<file path="src/rtl/usb_pkt_decoder.sv">
// Receive-side USB packet decoder: PID/token/SOF/handshake/data parsing with
// CRC5/CRC16 checking, address/endpoint filtering and CRC-stripped payload stream.
module usb_pkt_decoder #(
  parameter int MAX_PACKET_SIZE = 512,
  parameter int ENDPOINTS       = 4,
  parameter int LEN_W           = $clog2(MAX_PACKET_SIZE+1)
) (
  input  logic                 clk,
  input  logic                 rst_n,
  input  logic                 axis_rx_tvalid_i,
  output logic                 axis_rx_tready_o,
  input  logic                 axis_rx_tlast_i,
  input  logic [7:0]           axis_rx_tdata_i,
  input  logic [6:0]           device_address,
  input  logic [ENDPOINTS-1:0] ep_enable,
  output logic                 tok_valid,
  output logic [1:0]           tok_type,
  output logic [6:0]           tok_addr,
  output logic [3:0]           tok_endp,
  output logic                 sof_valid,
  output logic [10:0]          sof_frame,
  output logic                 hsk_valid,
  output logic [1:0]           hsk_type,
  output logic                 dat_tvalid,
  output logic                 dat_tlast,
  output logic [7:0]           dat_tdata,
  output logic [1:0]           dat_type,
  output logic                 dat_end,
  output logic                 dat_crc_ok,
  output logic [LEN_W-1:0]     dat_len,
  output logic                 err_pid,
  output logic                 err_crc5,
  output logic                 err_len,
  output logic                 err_babble
);
  localparam logic [2:0] ST_IDLE  = 3'd0;
  localparam logic [2:0] ST_TOKEN = 3'd1;
  localparam logic [2:0] ST_SOF   = 3'd2;
  localparam logic [2:0] ST_DATA  = 3'd3;
  localparam logic [2:0] ST_DROP  = 3'd4;

  localparam logic [LEN_W-1:0] MAX_LEN = LEN_W'(MAX_PACKET_SIZE);
  localparam logic [4:0]       EP_N    = 5'(ENDPOINTS);

  // CRC5 field as it appears on the wire in byte 2 bits [7:3]
  function automatic logic [4:0] crc5_field(input logic [10:0] d);
    logic [4:0] c;
    c = 5'h1f;
    for (int i = 0; i < 11; i++)
      c = (c[4] ^ d[i]) ? ({c[3:0], 1'b0} ^ 5'h05) : {c[3:0], 1'b0};
    c = ~c;
    return {c[0], c[1], c[2], c[3], c[4]};
  endfunction

  // Reflected CRC16 (poly 0x8005), LSB-first byte update
  function automatic logic [15:0] crc16_byte(input logic [15:0] c_in, input logic [7:0] b);
    logic [15:0] c;
    c = c_in ^ {8'h00, b};
    for (int i = 0; i < 8; i++)
      c = c[0] ? ({1'b0, c[15:1]} ^ 16'hA001) : {1'b0, c[15:1]};
    return c;
  endfunction

  logic [2:0]       state;
  logic [3:0]       pid;
  logic [1:0]       cnt;
  logic [7:0]       tk_b1;
  logic             match;
  logic [7:0]       dl0, dl1;
  logic [15:0]      crc;
  logic [LEN_W-1:0] pcnt;
  logic             babble;

  logic [7:0]       b;
  logic             last;
  logic             pid_ok, push, over, babble_nx, tok_match;
  logic [10:0]      tk_d11;
  logic [15:0]      crc_nx, ep_pad;
  logic [LEN_W-1:0] pcnt_nx;

  assign axis_rx_tready_o = 1'b1;
  assign b    = axis_rx_tdata_i;
  assign last = axis_rx_tlast_i;

  always_comb begin
    ep_pad = '0;
    ep_pad[ENDPOINTS-1:0] = ep_enable;
    pid_ok    = (b[3:0] == ~b[7:4]) && (b[1:0] != 2'b00);
    tk_d11    = {b[2:0], tk_b1};
    tok_match = (tk_b1[6:0] == device_address) && ({1'b0, tk_d11[10:7]} < EP_N)
                && ep_pad[tk_d11[10:7]];
    // cnt==2 means the delay line is full, so this beat pushes a payload byte out
    push      = (cnt == 2'd2);
    over      = (pcnt == MAX_LEN);
    pcnt_nx   = (push && !over) ? pcnt + LEN_W'(1) : pcnt;
    babble_nx = babble | (push && over);
    crc_nx    = push ? crc16_byte(crc, dl0) : crc;
  end

  always_ff @(posedge clk or negedge rst_n) begin
    if (!rst_n) begin
      state <= ST_IDLE;  pid <= '0;  cnt <= '0;  tk_b1 <= '0;  match <= 1'b0;
      dl0 <= '0;  dl1 <= '0;  crc <= 16'hFFFF;  pcnt <= '0;  babble <= 1'b0;
      tok_valid <= 1'b0;  tok_type <= '0;  tok_addr <= '0;  tok_endp <= '0;
      sof_valid <= 1'b0;  sof_frame <= '0;  hsk_valid <= 1'b0;  hsk_type <= '0;
      dat_tvalid <= 1'b0;  dat_tlast <= 1'b0;  dat_tdata <= '0;  dat_type <= '0;
      dat_end <= 1'b0;  dat_crc_ok <= 1'b0;  dat_len <= '0;
      err_pid <= 1'b0;  err_crc5 <= 1'b0;  err_len <= 1'b0;  err_babble <= 1'b0;
    end else begin
      tok_valid <= 1'b0;  sof_valid <= 1'b0;  hsk_valid <= 1'b0;
      dat_tvalid <= 1'b0;  dat_tlast <= 1'b0;  dat_end <= 1'b0;
      err_pid <= 1'b0;  err_crc5 <= 1'b0;  err_len <= 1'b0;  err_babble <= 1'b0;
      if (axis_rx_tvalid_i) begin
        case (state)
          ST_IDLE: begin
            pid <= b[3:0];  cnt <= '0;  pcnt <= '0;  babble <= 1'b0;  crc <= 16'hFFFF;
            if (!pid_ok) begin
              err_pid <= 1'b1;
              if (!last) state <= ST_DROP;
            end else if (b[1:0] == 2'b10) begin
              if (last) begin
                hsk_valid <= match;  hsk_type <= b[3:2];  match <= 1'b0;
              end else begin
                err_len <= 1'b1;  state <= ST_DROP;
              end
            end else if (last) begin
              err_len <= 1'b1;
            end else if (b[1:0] == 2'b11) begin
              state <= ST_DATA;  dat_type <= b[3:2];
            end else begin
              state <= (b[3:0] == 4'b0101) ? ST_SOF : ST_TOKEN;
            end
          end
          // The 3-byte check is evaluated on the tlast beat itself, so the
          // result strobes appear one cycle after that beat.
          ST_TOKEN, ST_SOF: begin
            if (cnt == 2'd0) tk_b1 <= b;
            if (cnt != 2'd3) cnt <= cnt + 2'd1;
            if (last) begin
              state <= ST_IDLE;
              if (cnt != 2'd1)                    err_len  <= 1'b1;
              else if (crc5_field(tk_d11) != b[7:3]) err_crc5 <= 1'b1;
              else if (state == ST_SOF) begin
                sof_valid <= 1'b1;  sof_frame <= tk_d11;  match <= 1'b0;
              end else begin
                tok_valid <= tok_match;  tok_type <= pid[3:2];
                tok_addr  <= tk_b1[6:0];  tok_endp <= tk_d11[10:7];
                match     <= tok_match;
              end
            end
          end
          ST_DATA: begin
            dl0 <= dl1;  dl1 <= b;
            if (cnt != 2'd2) cnt <= cnt + 2'd1;
            if (push) begin
              crc <= crc_nx;
              if (!over) begin
                dat_tvalid <= match;  dat_tdata <= dl0;  pcnt <= pcnt_nx;
              end else if (!babble) begin
                babble <= 1'b1;  err_babble <= 1'b1;
              end
            end
            if (last) begin
              state <= ST_IDLE;  match <= 1'b0;
              if (cnt == 2'd0) err_len <= 1'b1;
              else begin
                dat_end    <= match;
                dat_tlast  <= match && push && !over;
                dat_len    <= pcnt_nx;
                dat_crc_ok <= !babble_nx && (~crc_nx == {b, dl1});
              end
            end
          end
          ST_DROP: if (last) state <= ST_IDLE;
          default: state <= ST_IDLE;
        endcase
      end
    end
  end
endmodule
</file>
<file path="config.mk">
export PLATFORM = sky130hd
export DESIGN_NAME = usb_pkt_decoder
export DESIGN_NICKNAME = d
export VERILOG_FILES = /design/src/rtl/usb_pkt_decoder.sv
export SDC_FILE = /design/constraint.sdc
export NUM_CORES = 1
export LEC_CHECK = 0
export ABC_CLOCK_PERIOD_IN_PS = 2600
export CAP_MARGIN = 10
export CORE_MARGIN = 8
export CORE_UTILIZATION = 30
export DETAILED_ROUTE_END_ITERATION = 7
export PLACE_DENSITY_LB_ADDON = 0.05
export SLEW_MARGIN = 20
export SYNTH_ARGS = -nofsm -noshare
export SYNTH_HDL_FRONTEND = slang
export SYNTH_SLANG_ARGS = --single-unit
export TNS_END_PERCENT = 20
</file>
<file path="constraint.sdc">
create_clock -name clk -period 2.6 [get_ports clk]
set_input_delay 0.52 -clock clk [delete_from_list [all_inputs] [get_ports clk]]
set_output_delay 0.52 -clock clk [all_outputs]
set_load 0.01 [all_outputs]
</file>
Word-level counts from Yosys, hierarchy flattened. Cells that the tools add are included.

Bits of input ports: 23. Register bits: 118. Memories: 0. Bits in read-only memories: 0. Latch bits: 0. Memory bits (writable): 0.

Reduce and logical (&&, ||, !) cells: 32. $lt $le $gt $ge: 2. Mux-type cells: 101. Multiply operators: 0. Bitwise gates (word level): 40. Divide/modulo/power cells: 0. Eq/ne operators: 28. $add $sub $neg: 2. Shift operators: 0.

Operators with widths (count): $mux W16 (10); $mux W1 (60); $mux W3 (16); $pmux W16 S2 (1); $mux W10 (3); $ne A2 B2 Y1 const B (12); $not A2 Y3 (8); $not A2 Y2 (10); $pmux W10 S2 (1); $reduce_and A4 Y1 (5); $reduce_and A6 Y1 (3); $eq A16 B16 Y1 (1); $not A16 Y16 (1); $xor A16 B8 Y16 (1); $add A10 B1 Y10 const B (1); $eq A10 B10 Y1 const B (1); $reduce_and A3 Y1 (3); $logic_and A1 B1 Y1 (8); $mux W2 (4); $xor A1 B1 Y1 (8); $eq A7 B7 Y1 (1); $not A1 Y1 (7); $reduce_and A7 Y1 (1); $eq A2 B2 Y1 const B (3); other kinds (29) (36).

Depth between registers and ports, before layout. Gate-level depths: netlist (run 1).

Depth after elaboration: 28. Depth in mapped cells: 10. Mapped depth without buffers: 9.

Worst setup path after synthesis (run 1). No wires, ideal clock.

Kind: input to register. From: in axis_rx_tdata_i[3]. To: reg tok_addr[0]. Setup slack: 185 ps. Arrival time: 2290 ps. Library setup time: 125 ps. Stages on the path: 8. Required time: 2475 ps. Cell sequence: xnor3_1 -> xnor2_1 -> or2_2 -> o22ai_1 -> o21a_2 -> nand4_4 -> buf_6 -> mux2_4.

Cells in the longest elaborated chain, start to end: 3.

RTL lines: start, declared (RTL line 13) `input logic [7:0] axis_rx_tdata_i,`; $ne A5 B5 Y1 (RTL line 142) `else if (crc5_field(tk_d11) != b[7:3]) err_crc5 <= 1'b1;`; $not A1 Y1 (no line); $reduce_and A6 Y1 (no line); end signal, assigned (RTL line 147) `tok_addr <= tk_b1[6:0]; tok_endp <= tk_d11[10:7];`; end, declared (RTL line 18) `output logic [6:0] tok_addr,`.

No other way between the ends. A chain may end at the register's enable or synchronous reset.

Final worst setup path (run 1).
From: reg tk_b1[0]. To: reg sof_frame[6].

Cells in the longest elaborated chain, start to end: 15. Elaborated cells on any way between the ends: 26. Classes of those cells: eq/ne: 1; mux: 11; bitwise: 13; reduce/logical: 1.

RTL lines: start, declared (RTL line 67) `logic [7:0] tk_b1;`; start signal, assigned (RTL line 102) `state <= ST_IDLE; pid <= '0; cnt <= '0; tk_b1 <= '0; match <= 1'b0;`; start signal, assigned (RTL line 137) `if (cnt == 2'd0) tk_b1 <= b;`; $mux W3 * (RTL line 50) `c = (c[4] ^ d[i]) ? ({c[3:0], 1'b0} ^ 5'h05) : {c[3:0], 1'b0};`; $xor A1 B1 Y1 or $mux W3 (tied branches) (RTL line 50); $mux W3 or $not A2 Y2 (tied branches); $mux W3 (RTL line 50); $not A2 Y2 (no line) or $xor A1 B1 Y1 (tied branches); $mux W3 (RTL line 50); $xor A1 B1 Y1 or $mux W3 (tied branches) (RTL line 50); $mux W3 or $not A2 Y2 (tied branches); $mux W3 (RTL line 50); $not A2 Y2 (no line) or $xor A1 B1 Y1 (tied branches); $mux W3 (RTL line 50); $not A5 Y5 * (RTL line 51) `c = ~c;`; $ne A5 B5 Y1 * (RTL line 142); $not A1 Y1 (no line) *; $reduce_and A6 Y1 (no line) *; end signal, assigned (RTL line 105) `sof_valid <= 1'b0; sof_frame <= '0; hsk_valid <= 1'b0; hsk_type <= '0;`; end signal, assigned (RTL line 144) `sof_valid <= 1'b1; sof_frame <= tk_d11; match <= 1'b0;`; end, declared (RTL line 21) `output logic [10:0] sof_frame,`.

Every way passes the cells marked *; elsewhere a longest branch is shown, timed or not.

==> summary.txt, run 1 <==
Status
  • Run status: complete, no violations

Routing
  • Detailed-route via count: 4,493
  • Final ANT Viol Nets: 0
  • DR DRC count: 0
  • First-pass detailed-route iteration total: 5
  • Initial drt markers: 212
  • Via/cell ratio: 4.69
  • Final wirelength: 17,000 um
  • Drt wl/cell: 17.8 um

Placed design
  • Placed Area: 0.00753 mm^2
  • Count of input and output buffers: 79
  • Detailed placer's ending HPWL: 12,300 um
  • GPL Wtd Cong: 0.802

Setup path
  • Ordered list of cells on the worst path: xnor2_4 -> xnor3_1 -> or2_1 -> o221ai_2 -> o21a_2 -> nand4_2 -> buf_12 -> mux2_4
  • Critical-path top delay cell: dfrtp_2
  • Start point of the critical path: tk_b1[0]
  • Cell class contributing the biggest share of worst-path delay: XOR/XNOR gates
  • Register-to-register setup slack: 0.16 ns
  • Path length in cells of the critical path: 8
  • Arrival time reported for the critical path endpoint: 2.74 ns
  • Delay contributed by the slowest stage of the critical path: 0.47 ns
  • Sort of element at the end of the critical path: flip-flop
  • Worst path required time: 2.90 ns
  • Crit path buf inv count: 1
  • Classification of the worst setup path: reg2reg
  • Critical Path Fanout Max: 11
  • Path depth of the worst reg2reg path: 8
  • Sort of element at the start of the critical path: flip-flop
  • Reg-to-Reg Start: tk_b1[0]
  • Crit Reg-Reg Endpoint: sof_frame[6]

Synth
  • Number of different library cells in the post-synthesis netlist: 62
  • Number of storage elements in the synthesis netlist: 116
  • Cell Area, Synth: 0.00611 mm^2
  • Synth Area per Inst: 10.9 um^2
  • Portion of synthesized cell area occupied by the leading cell type: 41.0%
  • Syn Nets: 592
  • Register area share after synthesis: 47.9%
  • Share of flip-flops with an asynchronous set or reset: 100%
  • Synth warn: 0
  • Most instantiated flip-flop cell in the synthesis netlist: dfrtp_1
  • Top cells by area, synth: dfrtp_1 (41%), dfstp_2 (6.9%), mux2_2 (6.6%), xnor2_1 (5.6%), mux2_4 (4.9%)
  • Largest area contributor in the netlist: dfrtp_1
  • Synthesized instance count: 562
  • Number of flops mapped to enable cells by yosys: 0

Timing
  • Min Clock Period, post-route: 2.44 ns
  • Maximum clock rate: 410 MHz
  • Max-slew violation total from the final report: 0
  • Max transition margin: 48.5%
  • Period utilization: 93.7%
  • Actual slew at the worst max-slew pin: 0.767 ns
  • Unrepaired setup endpoints after global routing: true
  • Worst Clk Skew: 0.0123 ns
  • Final setup violation count: 0
  • Final Hold Vio Count: 0
  • Worst-case hold slack: 0.167 ns

CTS
  • Hold-fix buffer count after cts: 0
  • Source-to-sink clock delay at the later pin of the worst-skew pair: 0.42 ns
  • Count of H-tree levels built during CTS: 4
  • Reg clk slew, reported paths: 0.06 ns
  • Clock root buffer: clkbuf_16
  • TritonCTS Sinks: 116
  • Clock tree from TritonCTS: yes
  • Number of buffers added by the clock tree synthesis step: 17
  • CTS Buffer Depth: 2

Floorplanning
  • Die area: 0.0252 mm^2
  • Num rows: 52
  • Count of boundary I/O pins: 81
  • Effective utilization at floorplan: 30.4%
  • Core footprint: 0.0201 mm^2
  • Die width: 159 um
  • DIE HEIGHT: 159 um

Power and ir drop
  • Power density over the cells: 628 mW/mm^2
  • Final Power: 0.00515 W
  • Leakage: 3.60 nW
  • Peak VDD IR: 0.468 mV

Finish
  • Most common cell after layout, fill and taps aside: dfrtp_1
  • Sequential cell area in the final layout: 0.00292 mm^2
  • Commonest cells after routing, fill and taps aside: dfrtp_1 (99), clkdlybuf4s50_1 (78), nand2_1 (49)
  • Area of the multi-input gates: 0.00300 mm^2
  • Proportion of layout cells with a drive suffix above 1: 24.8%
  • Layout area overhead: 34.3%
  • Count of fill cells added during filler insertion: 1,976
  • Layout Nets: 708
  • Post-route design area: 0.00820 mm^2
  • Diode insertion count for antenna repair: 0

Global routing
  • Largest net degree at the start of global routing: 53
  • First-pass GRT wire length: 27,700 um
  • Number of antenna violations at the first check in global routing: 0
  • Via count of the first global-routing pass: 4,833
  • GRT Residual Overflow: 0
  • Overall fraction of global-route tracks in use: 14.4%

Worst hold path
  • Class of the worst hold path: in2async

Flow run
  • Number of max-cap violations: 0
-- cell usage after synthesis, types with 3 or more instances --
library cell and number:
dfrtp_1 100, nand2_1 49, nor2_1 45, o21ai_0 40
xnor2_1 39, mux2_2 36, a21oi_1 26, xor2_1 23
clkbuf_1 22, mux2_4 20, dfstp_2 16, nand3_1 14
inv_1 13, nor3_1 11, buf_2 7, ha_1 7
nand4_1 7, xnor3_1 7, mux2i_1 5, nor2b_1 5
a31oi_1 4, and3_1 4, nor3b_1 4, nor4_1 4
o31ai_1 4, nand2b_1 3, or4_1 3
-- layer usage --
layer	vias to the layer above	share of wire, %	global-route usage [%]
met5	-	0	0
met4	0	1.1	3.95
met3	17	3.9	3.85
met2	86	48	23.6
met1	2214	47	18.3
li1	2176	-	-
-- stage by stage --
step | setup slack [ns] | cells | utilization (%) | setup TNS (ns)
floorplan | 0.185 | 562 | - | 0
global placement | -0.428 | 927 | 37.5 | -11.32
detailed placement | -0.444 | 927 | 37.5 | -11.57
CTS | 0.00225 | 957 | 40.6 | 0
global route | -0.00803 | 959 | 40.8 | -0.00803
finish | 0.163 | 959 | 40.8 | 0
-- sequential cells by signal, indices dropped and copies added, names as in the netlist, 4 cells and up --
signal,count
dl1,8
tok_endp,4
dl0,8
sof_frame,11
dat_tdata,8
dat_len,10
tok_addr,7
pcnt,10
crc,16
tk_b1,8
-- final cells by class --
class,count,area share [%]
timing repair buffer,132,15.4
inverter,13,0.595
clock buffer,21,5.74
sequential,116,35.7
clock inverter,9,1.86
tap,270,4.12
multi-input combinational,398,36.6
-- cell families after synthesis --
kind of cell,count (synthesis),share of synthesized area [%]
adder cells (fa/ha/maj),7,1.43
flip-flops,116,47.9
other,1,0.0614
AND/OR/NAND/NOR,163,13.2
multiplexers,62,12.7
AO/OA/AOI/OAI,94,9.26
XOR/XNOR,71,12.0
buffers and inverters,48,3.46
-- timing repair --
item / in CTS / in global routing
endpoints found under the setup margin: 7 / 27
endpoints found under the hold margin: 0 / 0
cloned: 0 / 0
buffers inserted: 0 / 2
pin swaps: 2 / 6
gates resized for setup: 1 / 6
-- report_power, final --
part | switching [W] | internal (W)
clock | 0.000841 | 0.00166
combinational | 0.000345 | 0.000372
sequential | 0.0000664 | 0.00186
-- worst register-to-register path, delay by kind of cell (launching register included) --
kind                      cells  cell delay (ns)
AOI/OAI and AO/OA             2             0.40
xor gates and xnor gates      2             0.57
muxes                         1             0.30
and+or+nand+nor               2             0.40
buffers and inverters         1             0.19
DFF                           1             0.47
-- worst max path at each step --
stage / to / slack (ns)
finish: sof_frame[6] / 0.16
CTS: sof_frame[6] / 0.002
detailed placement: sof_frame[7] / -0.44
global placement: sof_frame[2] / -0.43
floorplan: tok_addr[0] / 0.19
global route: match / -0.008
(Power assumes the default switching activity.)
==> run 2: changes to the inputs <==
--- a/config.mk
+++ b/config.mk
@@ -5,13 +5,12 @@
 export SDC_FILE = /design/constraint.sdc
 export NUM_CORES = 1
 export LEC_CHECK = 0
-export ABC_CLOCK_PERIOD_IN_PS = 2600
+export ABC_CLOCK_PERIOD_IN_PS = 2400
 export CAP_MARGIN = 10
 export CORE_MARGIN = 8
 export CORE_UTILIZATION = 30
 export DETAILED_ROUTE_END_ITERATION = 7
 export PLACE_DENSITY_LB_ADDON = 0.05
-export SLEW_MARGIN = 20
 export SYNTH_ARGS = -nofsm -noshare
 export SYNTH_HDL_FRONTEND = slang
 export SYNTH_SLANG_ARGS = --single-unit
==> constraint.sdc (replaced) <==
create_clock -name clk -period 2.4 [get_ports clk]
set_input_delay 0.48 -clock clk [delete_from_list [all_inputs] [get_ports clk]]
set_output_delay 0.48 -clock clk [all_outputs]
set_load 0.005 [all_outputs]
==> run 2 against run 1 <==
The run now ends with setup timing left. Worst hold slack worse by 0.16 ns. Sequential share of layout area down 1.1 points. First-iteration DRC count down 9.4%. Clock skew up 0.0023 ns. Clock power up 8.4%. Global-route usage up 0.48 points. Critical path depth up 1. Register-to-register slack worse by 0.24 ns. Sequential power up 7%. Maximum frequency down 1.7%. Critical endpoint is now sof_frame[5].
==> summary.txt, run 2 (synthesis gave the netlist of run 1 again) <==
Status
  • Run status: complete, but fails checks
  • Violated checks: setup timing

Floorplanning
  • Die area: 0.0252 mm^2
  • Core footprint: 0.0201 mm^2
  • Num rows: 52
  • Die width: 159 um
  • DIE HEIGHT: 159 um
  • Effective utilization at floorplan: 30.4%
  • Count of boundary I/O pins: 81

Timing
  • Actual slew at the worst max-slew pin: 0.504 ns
  • Final setup violation count: 25
  • Max-slew violation total from the final report: 0
  • Worst Clk Skew: 0.0146 ns
  • Final Hold Vio Count: 0
  • Unrepaired setup endpoints after global routing: true
  • Worst-case hold slack: 0.00571 ns
  • Period utilization: 103%
  • Worst Slack Setup Final: -0.0787 ns
  • Min Clock Period, post-route: 2.48 ns
  • Max transition margin: 66.3%
  • Maximum clock rate: 403 MHz

Power and ir drop
  • Peak VDD IR: 0.500 mV
  • Leakage: 3.79 nW
  • Power density over the cells: 671 mW/mm^2

CTS
  • Clock root buffer: clkbuf_16
  • Source-to-sink clock delay at the later pin of the worst-skew pair: 0.42 ns
  • Hold-fix buffer count after cts: 0
  • Clock tree from TritonCTS: yes
  • CTS Buffer Depth: 2
  • Count of H-tree levels built during CTS: 4
  • TritonCTS Sinks: 116
  • Number of buffers added by the clock tree synthesis step: 17
  • Reg clk slew, reported paths: 0.05 ns

Global routing
  • Most Crowded Layer GR: met2
  • Global routing usage on met1: 18.6%
  • Via count of the first global-routing pass: 4,985
  • Largest net degree at the start of global routing: 50
  • First-pass GRT wire length: 28,400 um
  • GRT Residual Overflow: 0
  • Overall fraction of global-route tracks in use: 14.9%
  • Number of antenna violations at the first check in global routing: 0
  • Met2 Use GR: 24.9%
  • Met3 Usage GRT: 3.26%

Finish
  • Max reg flops: 16
  • Layout Nets: 731
  • Layout area overhead: 38.6%
  • Diode insertion count for antenna repair: 0
  • Layout Utilization: 42.1%
  • Proportion of layout cells with a drive suffix above 1: 28.3%
  • Register bank with the most flops: crc
  • Commonest cells after routing, fill and taps aside: dfrtp_1 (98), clkdlybuf4s50_1 (75), buf_4 (67)
  • Largest registers: crc x16, sof_frame x11
  • Count of fill cells added during filler insertion: 1,899
  • Most common cell after layout, fill and taps aside: dfrtp_1

Setup path
  • Critical Path Fanout Max: 5
  • Crit path buf inv count: 2
  • Classification of the worst setup path: reg2reg
  • Worst path required time: 2.70 ns
  • Critical-path top delay cell: dfrtp_2
  • Sort of element at the end of the critical path: flip-flop
  • Delay contributed by the slowest stage of the critical path: 0.44 ns
  • Cell class contributing the biggest share of worst-path delay: XOR/XNOR gates
  • Ordered list of cells on the worst path: xnor2_2 -> xnor3_1 -> or2_4 -> o221ai_2 -> o21a_2 -> buf_4 -> nand4_4 -> clkbuf_16 -> mux2_4
  • Arrival time reported for the critical path endpoint: 2.78 ns
  • Sort of element at the start of the critical path: flip-flop

Flow run
  • Number of max-cap violations: 0

Routing
  • Final ANT Viol Nets: 0
  • Detailed-route via count: 4,635
  • Initial drt markers: 192
  • Via/cell ratio: 4.71
  • Final wirelength: 17,400 um
  • First-pass detailed-route iteration total: 5
  • DR DRC count: 0
  • Drt wl/cell: 17.7 um

Placed design
  • Count of input and output buffers: 79
  • GPL Wtd Cong: 0.806
  • Detailed placer's ending HPWL: 12,500 um

Worst hold path
  • Class of the worst hold path: in2async
==> run 2: where the power goes <==
| group | internal [W] | switching, W | total (W) |
|---|---|---|---|
| Combinational | 0.000481 | 0.000417 | 0.000898 |
| Sequential | 0.00201 | 0.0000512 | 0.00206 |
| Clock | 0.00181 | 0.000902 | 0.00272 |
| Total | 0.00431 | 0.00137 | 0.00568 |
==> run 2: worst paths after layout <==
kind / startpoint / end / slack, ns / depth (start not counted)
worst min register to register: crc[10] / crc[2] / 0.48 / 2
worst min-delay path: rst_n / dat_tdata[5] / 0.006 / 1
max in group asynchronous: rst_n / crc[4] / 1.70 / 2
min in group clk: crc[10] / crc[2] / 0.48 / 2
worst max register to register: tk_b1[0] / sof_frame[5] / -0.08 / 9
worst max-delay path: tk_b1[0] / sof_frame[5] / -0.08 / 9
==> run 2: worst register-to-register path, cell delays in order (launching register included) <==
cell	delay, ns
dfrtp_2	0.44
xnor2_2	0.22
xnor3_1	0.35
or2_4	0.25
o221ai_2	0.18
o21a_2	0.18
buf_4	0.11
nand4_4	0.13
clkbuf_16	0.21
mux2_4	0.29
==> run 2: layout make-up <==
| cell class | instances | area, um^2 | area share, % |
|---|---|---|---|
| Clock buffer | 23 | 478 | 5.65 |
| Clock inverter | 9 | 150 | 1.77 |
| Inverter | 13 | 48.8 | 0.577 |
| Multi-Input combinational cell | 398 | 3040 | 36.0 |
| Sequential cell | 116 | 2930 | 34.6 |
| Tap cell | 270 | 338 | 3.99 |
| Timing Repair Buffer | 155 | 1480 | 17.5 |
==> run 2: repair_timing <==
item                                    in CTS  in global routing
pin swaps                                    7                  2
setup buffers                                6                  1
gates resized for setup                     12                 12
endpoints found under the setup margin      27                 32
gates cloned                                 2                  0
==> run 2: routing by layer <==
metal / vias to the layer above / part of all wire, %
met5: - / 0
met4: 0 / 1.5
met3: 17 / 4.0
met2: 96 / 49
met1: 2294 / 46
li1: 2228 / -
==> run 2: metrics by stage <==
stage | worst slack [ns] | area [um^2] | setup TNS, ns | power (W) | std cells
2_1_floorplan | 0.000155 | 6110 | 0 | 0.00254 | 562
3_3_place_gp | -0.575 | 7650 | -16.41 | 0.00288 | 943
3_5_place_dp | -0.594 | 7650 | -17.21 | 0.00289 | 943
4_1_cts | -0.106 | 8400 | -2.12 | 0.00572 | 983
5_1_grt | -0.172 | 8460 | -3.85 | 0.00592 | 984
6_report | -0.0787 | 8460 | -1.44 | 0.00568 | 984
